[src/rtl/asm18_uart_host.sv]
// Host-side UART master for the asm18 debug/load protocol: serialises one command
// as 8N1 bytes, then collects the ack or read-data reply (or times out).
module asm18_uart_host #(
  parameter int CLKS_PER_BIT = 434,
  parameter int WORD_SIZE    = 18,
  parameter int TIMEOUT_CLKS = 1000000
) (
  input  logic                 clk_50M,
  input  logic                 reset,
  input  logic                 cmd_valid,
  output logic                 cmd_ready,
  input  logic [2:0]           cmd_op,
  input  logic [WORD_SIZE-1:0] cmd_addr,
  input  logic [WORD_SIZE-1:0] cmd_data,
  output logic                 rsp_valid,
  output logic [WORD_SIZE-1:0] rsp_data,
  output logic                 rsp_error,
  output logic                 uart_tx_pin,
  input  logic                 uart_rx_pin
);

  localparam int CW   = $clog2(CLKS_PER_BIT);
  localparam int TW   = $clog2(TIMEOUT_CLKS);
  localparam int HALF = CLKS_PER_BIT / 2;

  typedef enum logic [1:0] {S_IDLE, S_SEND, S_WAIT, S_DONE} state_t;

  state_t               state, state_next;
  logic                 alive;
  logic [2:0]           op_q;
  logic [WORD_SIZE-1:0] addr_q, data_q;
  logic                 tx_q;
  logic [CW-1:0]        tx_cnt;
  logic [3:0]           tx_bit;
  logic [2:0]           tx_idx, tx_last;
  logic [7:0]           tx_byte;
  logic                 tx_bit_end, tx_all_end;
  logic [TW-1:0]        to_cnt;
  logic [1:0]           rsp_idx;
  logic [15:0]          rx_word;
  logic                 rsp_error_q;
  logic [WORD_SIZE-1:0] rsp_data_q;
  logic                 done_err;
  logic [WORD_SIZE-1:0] done_data;
  logic                 handshake, is_read, is_write;

  // Receiver registers
  logic                 rx_s1, rx_s2, rx_s3;
  logic                 rx_busy;
  logic [CW-1:0]        rx_cnt;
  logic [3:0]           rx_bit;
  logic [7:0]           rx_shift;
  logic                 rx_sample, rx_ok, rx_ferr;

  assign cmd_ready   = alive && (state == S_IDLE);
  assign handshake   = cmd_valid && cmd_ready;
  assign rsp_valid   = (state == S_DONE);
  assign rsp_data    = rsp_data_q;
  assign rsp_error   = rsp_error_q;
  assign uart_tx_pin = tx_q;

  assign is_write = (op_q == 3'd0) || (op_q == 3'd1);
  assign is_read  = (op_q == 3'd2) || (op_q == 3'd3);
  assign tx_last  = is_write ? 3'd6 : (is_read ? 3'd3 : 3'd0);

  always_comb begin
    tx_byte = 8'h00;
    unique case (tx_idx)
      3'd0:    tx_byte = {5'b0, op_q} + 8'd1;
      3'd1:    tx_byte = addr_q[7:0];
      3'd2:    tx_byte = addr_q[15:8];
      3'd3:    tx_byte = {6'b0, addr_q[17:16]};
      3'd4:    tx_byte = data_q[7:0];
      3'd5:    tx_byte = data_q[15:8];
      3'd6:    tx_byte = {6'b0, data_q[17:16]};
      default: tx_byte = 8'h00;
    endcase
  end

  assign tx_bit_end = (tx_cnt == CW'(CLKS_PER_BIT - 1));
  assign tx_all_end = (state == S_SEND) && tx_bit_end && (tx_bit == 4'd9) && (tx_idx == tx_last);

  // The start bit is re-checked half a bit after the edge; later samples are a full bit apart.
  assign rx_sample = rx_busy && (rx_cnt == ((rx_bit == 4'd0) ? CW'(HALF - 1) : CW'(CLKS_PER_BIT - 1)));
  assign rx_ok     = rx_sample && (rx_bit == 4'd9) && rx_s2;
  assign rx_ferr   = rx_sample && (rx_bit == 4'd9) && !rx_s2;

  // NOTE: every output of this block gets a default first so no latch is inferred.
  always_comb begin
    state_next = state;
    done_err   = 1'b0;
    done_data  = '0;
    unique case (state)
      S_IDLE: if (handshake) begin
        if (cmd_op == 3'd7) begin
          state_next = S_DONE;
          done_err   = 1'b1;
        end else begin
          state_next = S_SEND;
        end
      end
      S_SEND: if (tx_all_end) state_next = S_WAIT;
      S_WAIT: begin
        if (rx_ferr) begin
          state_next = S_DONE;
          done_err   = 1'b1;
        end else if (rx_ok && is_read) begin
          if (rsp_idx == 2'd2) begin
            state_next = S_DONE;
            done_data  = WORD_SIZE'({rx_shift[1:0], rx_word});
          end
        end else if (rx_ok) begin
          state_next = S_DONE;
          done_err   = (rx_shift != 8'h5A);
        end else if (to_cnt == TW'(TIMEOUT_CLKS - 1)) begin
          state_next = S_DONE;
          done_err   = 1'b1;
        end
      end
      S_DONE:  state_next = S_IDLE;
      default: state_next = S_IDLE;
    endcase
  end

  // NOTE: sequential state uses non-blocking assignments so every flop samples pre-edge values.
  always_ff @(posedge clk_50M) begin
    if (reset) begin
      state       <= S_IDLE;
      alive       <= 1'b0;
      op_q        <= '0;
      addr_q      <= '0;
      data_q      <= '0;
      tx_q        <= 1'b1;
      tx_cnt      <= '0;
      tx_bit      <= '0;
      tx_idx      <= '0;
      to_cnt      <= '0;
      rsp_idx     <= '0;
      rx_word     <= '0;
      rsp_data_q  <= '0;
      rsp_error_q <= 1'b0;
    end else begin
      state <= state_next;
      alive <= 1'b1;
      if (handshake) begin
        op_q   <= cmd_op;
        addr_q <= cmd_addr;
        data_q <= cmd_data;
        if (cmd_op != 3'd7) begin
          tx_q   <= 1'b0;
          tx_cnt <= '0;
          tx_bit <= '0;
          tx_idx <= '0;
        end
      end
      if (state == S_SEND) begin
        if (!tx_bit_end) begin
          tx_cnt <= tx_cnt + CW'(1);
        end else begin
          tx_cnt <= '0;
          if (tx_bit != 4'd9) begin
            tx_bit <= tx_bit + 4'd1;
            tx_q   <= (tx_bit == 4'd8) ? 1'b1 : tx_byte[tx_bit[2:0]];
          end else if (tx_idx == tx_last) begin
            tx_q    <= 1'b1;
            to_cnt  <= '0;
            rsp_idx <= '0;
          end else begin
            tx_idx <= tx_idx + 3'd1;
            tx_bit <= '0;
            tx_q   <= 1'b0;
          end
        end
      end
      if (state == S_WAIT) begin
        to_cnt <= to_cnt + TW'(1);
        if (rx_ok && is_read) begin
          rsp_idx <= rsp_idx + 2'd1;
          if (rsp_idx == 2'd0) rx_word[7:0]  <= rx_shift;
          if (rsp_idx == 2'd1) rx_word[15:8] <= rx_shift;
        end
      end
      if (state_next == S_DONE) begin
        rsp_data_q  <= done_data;
        rsp_error_q <= done_err;
      end
    end
  end

  always_ff @(posedge clk_50M) begin
    if (reset) begin
      rx_s1    <= 1'b1;
      rx_s2    <= 1'b1;
      rx_s3    <= 1'b1;
      rx_busy  <= 1'b0;
      rx_cnt   <= '0;
      rx_bit   <= '0;
      rx_shift <= '0;
    end else begin
      rx_s1 <= uart_rx_pin;
      rx_s2 <= rx_s1;
      rx_s3 <= rx_s2;
      if (!rx_busy) begin
        if (rx_s3 && !rx_s2) begin
          rx_busy <= 1'b1;
          rx_cnt  <= '0;
          rx_bit  <= '0;
        end
      end else if (rx_sample) begin
        rx_cnt <= '0;
        if (rx_bit == 4'd0) begin
          if (rx_s2) rx_busy <= 1'b0;
          else       rx_bit  <= 4'd1;
        end else if (rx_bit == 4'd9) begin
          rx_busy <= 1'b0;
        end else begin
          rx_shift <= {rx_s2, rx_shift[7:1]};
          rx_bit   <= rx_bit + 4'd1;
        end
      end else begin
        rx_cnt <= rx_cnt + CW'(1);
      end
    end
  end

endmodule

[config.mk]
export PLATFORM = sky130hd
export DESIGN_NAME = asm18_uart_host
export DESIGN_NICKNAME = d
export VERILOG_FILES = /design/src/rtl/asm18_uart_host.sv
export SDC_FILE = /design/constraint.sdc
export NUM_CORES = 1
export LEC_CHECK = 0
export CORE_UTILIZATION = 30
export CTS_CLUSTER_DIAMETER = 30
export DETAILED_ROUTE_END_ITERATION = 8
export GPL_TIMING_DRIVEN = 0
export PLACE_DENSITY_LB_ADDON = 0.08
export SYNTH_ARGS = -nofsm -noshare
export SYNTH_HDL_FRONTEND = slang
export SYNTH_SLANG_ARGS = --single-unit
[constraint.sdc]
create_clock -name clk_50M -period 2.79 [get_ports clk_50M]
set_clock_uncertainty 0.15 [all_clocks]
set_input_delay 0.4185 -clock clk_50M [delete_from_list [all_inputs] [get_ports clk_50M]]
set_output_delay 0.4185 -clock clk_50M [all_outputs]
set_load 0.01 [all_outputs]
==> impl_metrics.toml <==
[status]
outcome = "finished clean"

[sta]
report.final.setup_viol = 0
timing_hold_violations_final = 0
slew_headroom_pct = 31.43
achievable-frequency_ghz = 0.3601
worstMarginPinSlew_ps = 1021
timing.final.crit_share_pct = 99.53
rsz0062_at_grt = "yes"
pins_over_their_slew_limit = 0
holdWs_ps = 261.1
minimum_setup_slack_in_the_final_design_ps = 13.24
min_period_ps = 2777

[clock_network]
cts_sinks = 141
tritoncts = "built"
ctsHtreeMaxLevel = 4
worst_setup_hold_path_clk_slew_ps = 70
ctsRootBufferMaster = "sky130_fd_sc_hd__clkbuf_16"
worstSkewPairLatency_ps = 430
postCtsHoldBufs = 0
clock_tree.buffer_depth = 2
numCtsBuffers = 17

[synthesis]
yosys.area.top_type = "sky130_fd_sc_hd__dfxtp_1"
synthesis.area_mm2 = 0.006606
ys_dominant_reg_cell = "sky130_fd_sc_hd__dfxtp_1"
synth.net_count = 855
synthCells = 789
yosys-top-cells-area = "sky130_fd_sc_hd__dfxtp_1 43%, sky130_fd_sc_hd__nand2_1 8.6%, sky130_fd_sc_hd__mux2i_1 6.7%"
count_of_warnings_emitted_by_yosys = 0
synth_top_cell_area_share_pct = 42.73
synth_cell_type_count = 69
synth-seq-area-share_pct = 42.73
synth_area_per_cell_um2 = 8.373
ys_seq_elements = 141
synth-async-reset-ratio_pct = 0
synth-edff-count = 0

[hold_path]
hold_path_class = "reg -> reg"
holdPathEnd = "rx_s2"
hold_start = "rx_s1"
holdPathStages = 1

[place]
numPlacedInstances = 1128
port-buffer-count = 64
finalWeightedCongestion = 0.8250
dp_worst_setup_slack_ps = -262.6
dp.final_hpwl_mm = 12.83
dpl-instance-area_mm2 = 0.007591

[worst_setup_path]
critPathMaxFanout = 5
critical_path.startpoint_type = "flop"
timing.rr.end = "rsp_data[15]"
r2r-start = "rx_bit[1]"
timing.reg2reg.worst_path_depth = 11
reg_to_reg_slack_setup_ps = 10
critical_path_class = "reg -> reg"
worstPathRequired_ps = 3000
critPathCaptureType = "flop"
critPathArrivalTime_ps = 2980

[die]
top_level_ports = 65
die_w_um = 150.4
area_of_the_die_mm2 = 0.02262
initial_cell_density_of_the_core_pct = 31.04
core_region_area_mm2 = 0.02129
die_height_um = 150.4
placementRows = 53

[cells_and_area]
post_route_cells_drive_above_1_share_pct = 10.24
most-common-layout-cells = "152 x sky130_fd_sc_hd__nand2_1, 139 x sky130_fd_sc_hd__dfxtp_1, 95 x sky130_fd_sc_hd__nor2_1"
area_growth_syn_to_layout_pct = 27.80
fin_util_pct = 39.66
post-route-cell-area_mm2 = 0.008443
nets = 951
final-instance-count-excl-fill = 1173
antenna_cells_inserted = 0
num-fill-cells = 2181
layout_commonest_cell = "sky130_fd_sc_hd__nand2_1"

[route]
vias = 5794
drtIter0Drc = 231
postRouteWirelength_mm = 17.59
firstDrtPassIters = 4
vias_per_cell = 4.939
ant_nets = 0
drc = 0
post_drt_wl_per_cell_um = 14.99

[grt]
grt_antenna_before_repair = 0
first_pass_grt_wire_length_mm = 28.26
grt-ovfl-total = 0
first_global_vias = 5582
pin_count_of_the_biggest_net_entering_global_routing = 17
global_route.usage.total_pct = 16.19

[job]
max_cap_violations = 0

[power]
leakage_nw = 2.994
power.density_mw_per_mm2 = 664.6
irDropWorstVdd_mv = 0.3312
## metrics by stage
step / setup TNS (ps) / power [mW]
finish: 0 / 5.612
CTS: -459.9 / 5.680
global route: -2687 / 5.895
floorplan: 0 / 2.848
global placement: -2778 / 3.142
detailed placement: -3875 / 3.157
## how the worst max path moves through the flow
stage | startpoint | endpoint | cells past startpoint
6_report | rx_bit[1] | rsp_data[15] | 11
4_1_cts | rx_bit[1] | rsp_data[15] | 11
3_3_place_gp | rx_bit[0] | rsp_data[17] | 11
5_1_grt | rx_bit[1] | rsp_data[14] | 11
2_1_floorplan | rx_bit[0] | rsp_data[10] | 11
3_5_place_dp | rx_bit[0] | rsp_data[15] | 11
## cell usage after synthesis, drive strengths merged (2+ instances only)
master and number:
mux2 4, and2 4, nor3b 7, inv 24, a311oi 7, ha 23, or3 6, a221oi 3
nand4 9, nor4 5, nor4bb 2, o211ai 2, nand2 152, and4 2, or2 4, nand4bb 2
a31o 2, a21oi 78, xor2 6, buf 12, dfxtp 141, nand3 16, clkbuf 26, nor2 95
or3b 2, nand3b 6, nor3 14, o21a 3, o31a 2, xnor2 9, mux2i 44, and3 16
o221ai 2, o21ai 25, a22oi 11
## worst max-delay path: stages, from the launching register on
cell and delay [ps]:
sky130_fd_sc_hd__dfxtp_2 320, sky130_fd_sc_hd__inv_2 70, sky130_fd_sc_hd__ha_4 130, sky130_fd_sc_hd__or3b_4 390
sky130_fd_sc_hd__nor4_4 200, sky130_fd_sc_hd__o21ai_2 140, sky130_fd_sc_hd__o22a_1 260, sky130_fd_sc_hd__o31a_1 350
sky130_fd_sc_hd__nor3_2 210, sky130_fd_sc_hd__buf_6 170, sky130_fd_sc_hd__buf_12 130, sky130_fd_sc_hd__mux2i_1 180
## kinds of logic after synthesis
kind of cell               after synthesis  share of synthesized area [%]
and+or+nand+nor                        350                          24.98
AOI/OAI and AO/OA                      148                          13.75
DFF                                    141                          42.73
buffers and inverters                   63                          4.507
muxes                                   49                          7.689
adders and majority gates               23                          4.356
xor gates and xnor gates                15                          1.989
## layout make-up
| cell class | count | area, um2 | area share, % |
|---|---|---|---|
| plain buffers | 38 | 203.9 | 2.416 |
| clock buffers | 19 | 442.9 | 5.246 |
| clock inverters | 13 | 176.4 | 2.090 |
| inverters | 24 | 90.09 | 1.067 |
| multi-input cells | 585 | 3582 | 42.43 |
| flip-flops and latches | 141 | 2825 | 33.46 |
| well taps | 275 | 344.1 | 4.075 |
| repair buffers | 78 | 778.2 | 9.218 |
## repair_timing
item | 4_1_cts | 5_1_grt
hold endpoints to repair | 0 | 0
setup buffers | 8 | 5
resized for setup | 8 | 13
endpoints found under the setup margin | 35 | 65
gates cloned | 1 | 0
pin swaps | 8 | 8
## registers in the layout, indices dropped and copies added (netlist names), 4 cells and up
| register | cells |
|---|---|
| rx_word | 16 |
| rx_cnt | 9 |
| tx_bit | 4 |
| data_q | 18 |
| to_cnt | 20 |
| rx_shift | 8 |
| addr_q | 18 |
| tx_cnt | 9 |
| rsp_data | 18 |
| rx_bit | 4 |
## power breakdown
group / internal [mW] / switching (mW) / total, mW / leakage (nW)
Sequential: 2.11 / 0.0759 / 2.19 / 1.14
Clock: 1.45 / 0.941 / 2.39 / 0.294
Combinational: 0.460 / 0.572 / 1.03 / 1.56
## layer usage
| layer | up-vias | part of all wire, % | global-route usage (%) | routed length, um |
|---|---|---|---|---|
| met3 | 10 | 3.3 | 3.394 | 588 |
| li1 | 2929 | - | - | - |
| met1 | 2769 | 48 | 21.59 | 8470 |
| met4 | 0 | 0.92 | 4.949 | 161 |
| met5 | - | 0 | 0 | 0 |
| met2 | 86 | 48 | 26.06 | 8369 |
No activity file was read; power rests on OpenSTA's default activity.
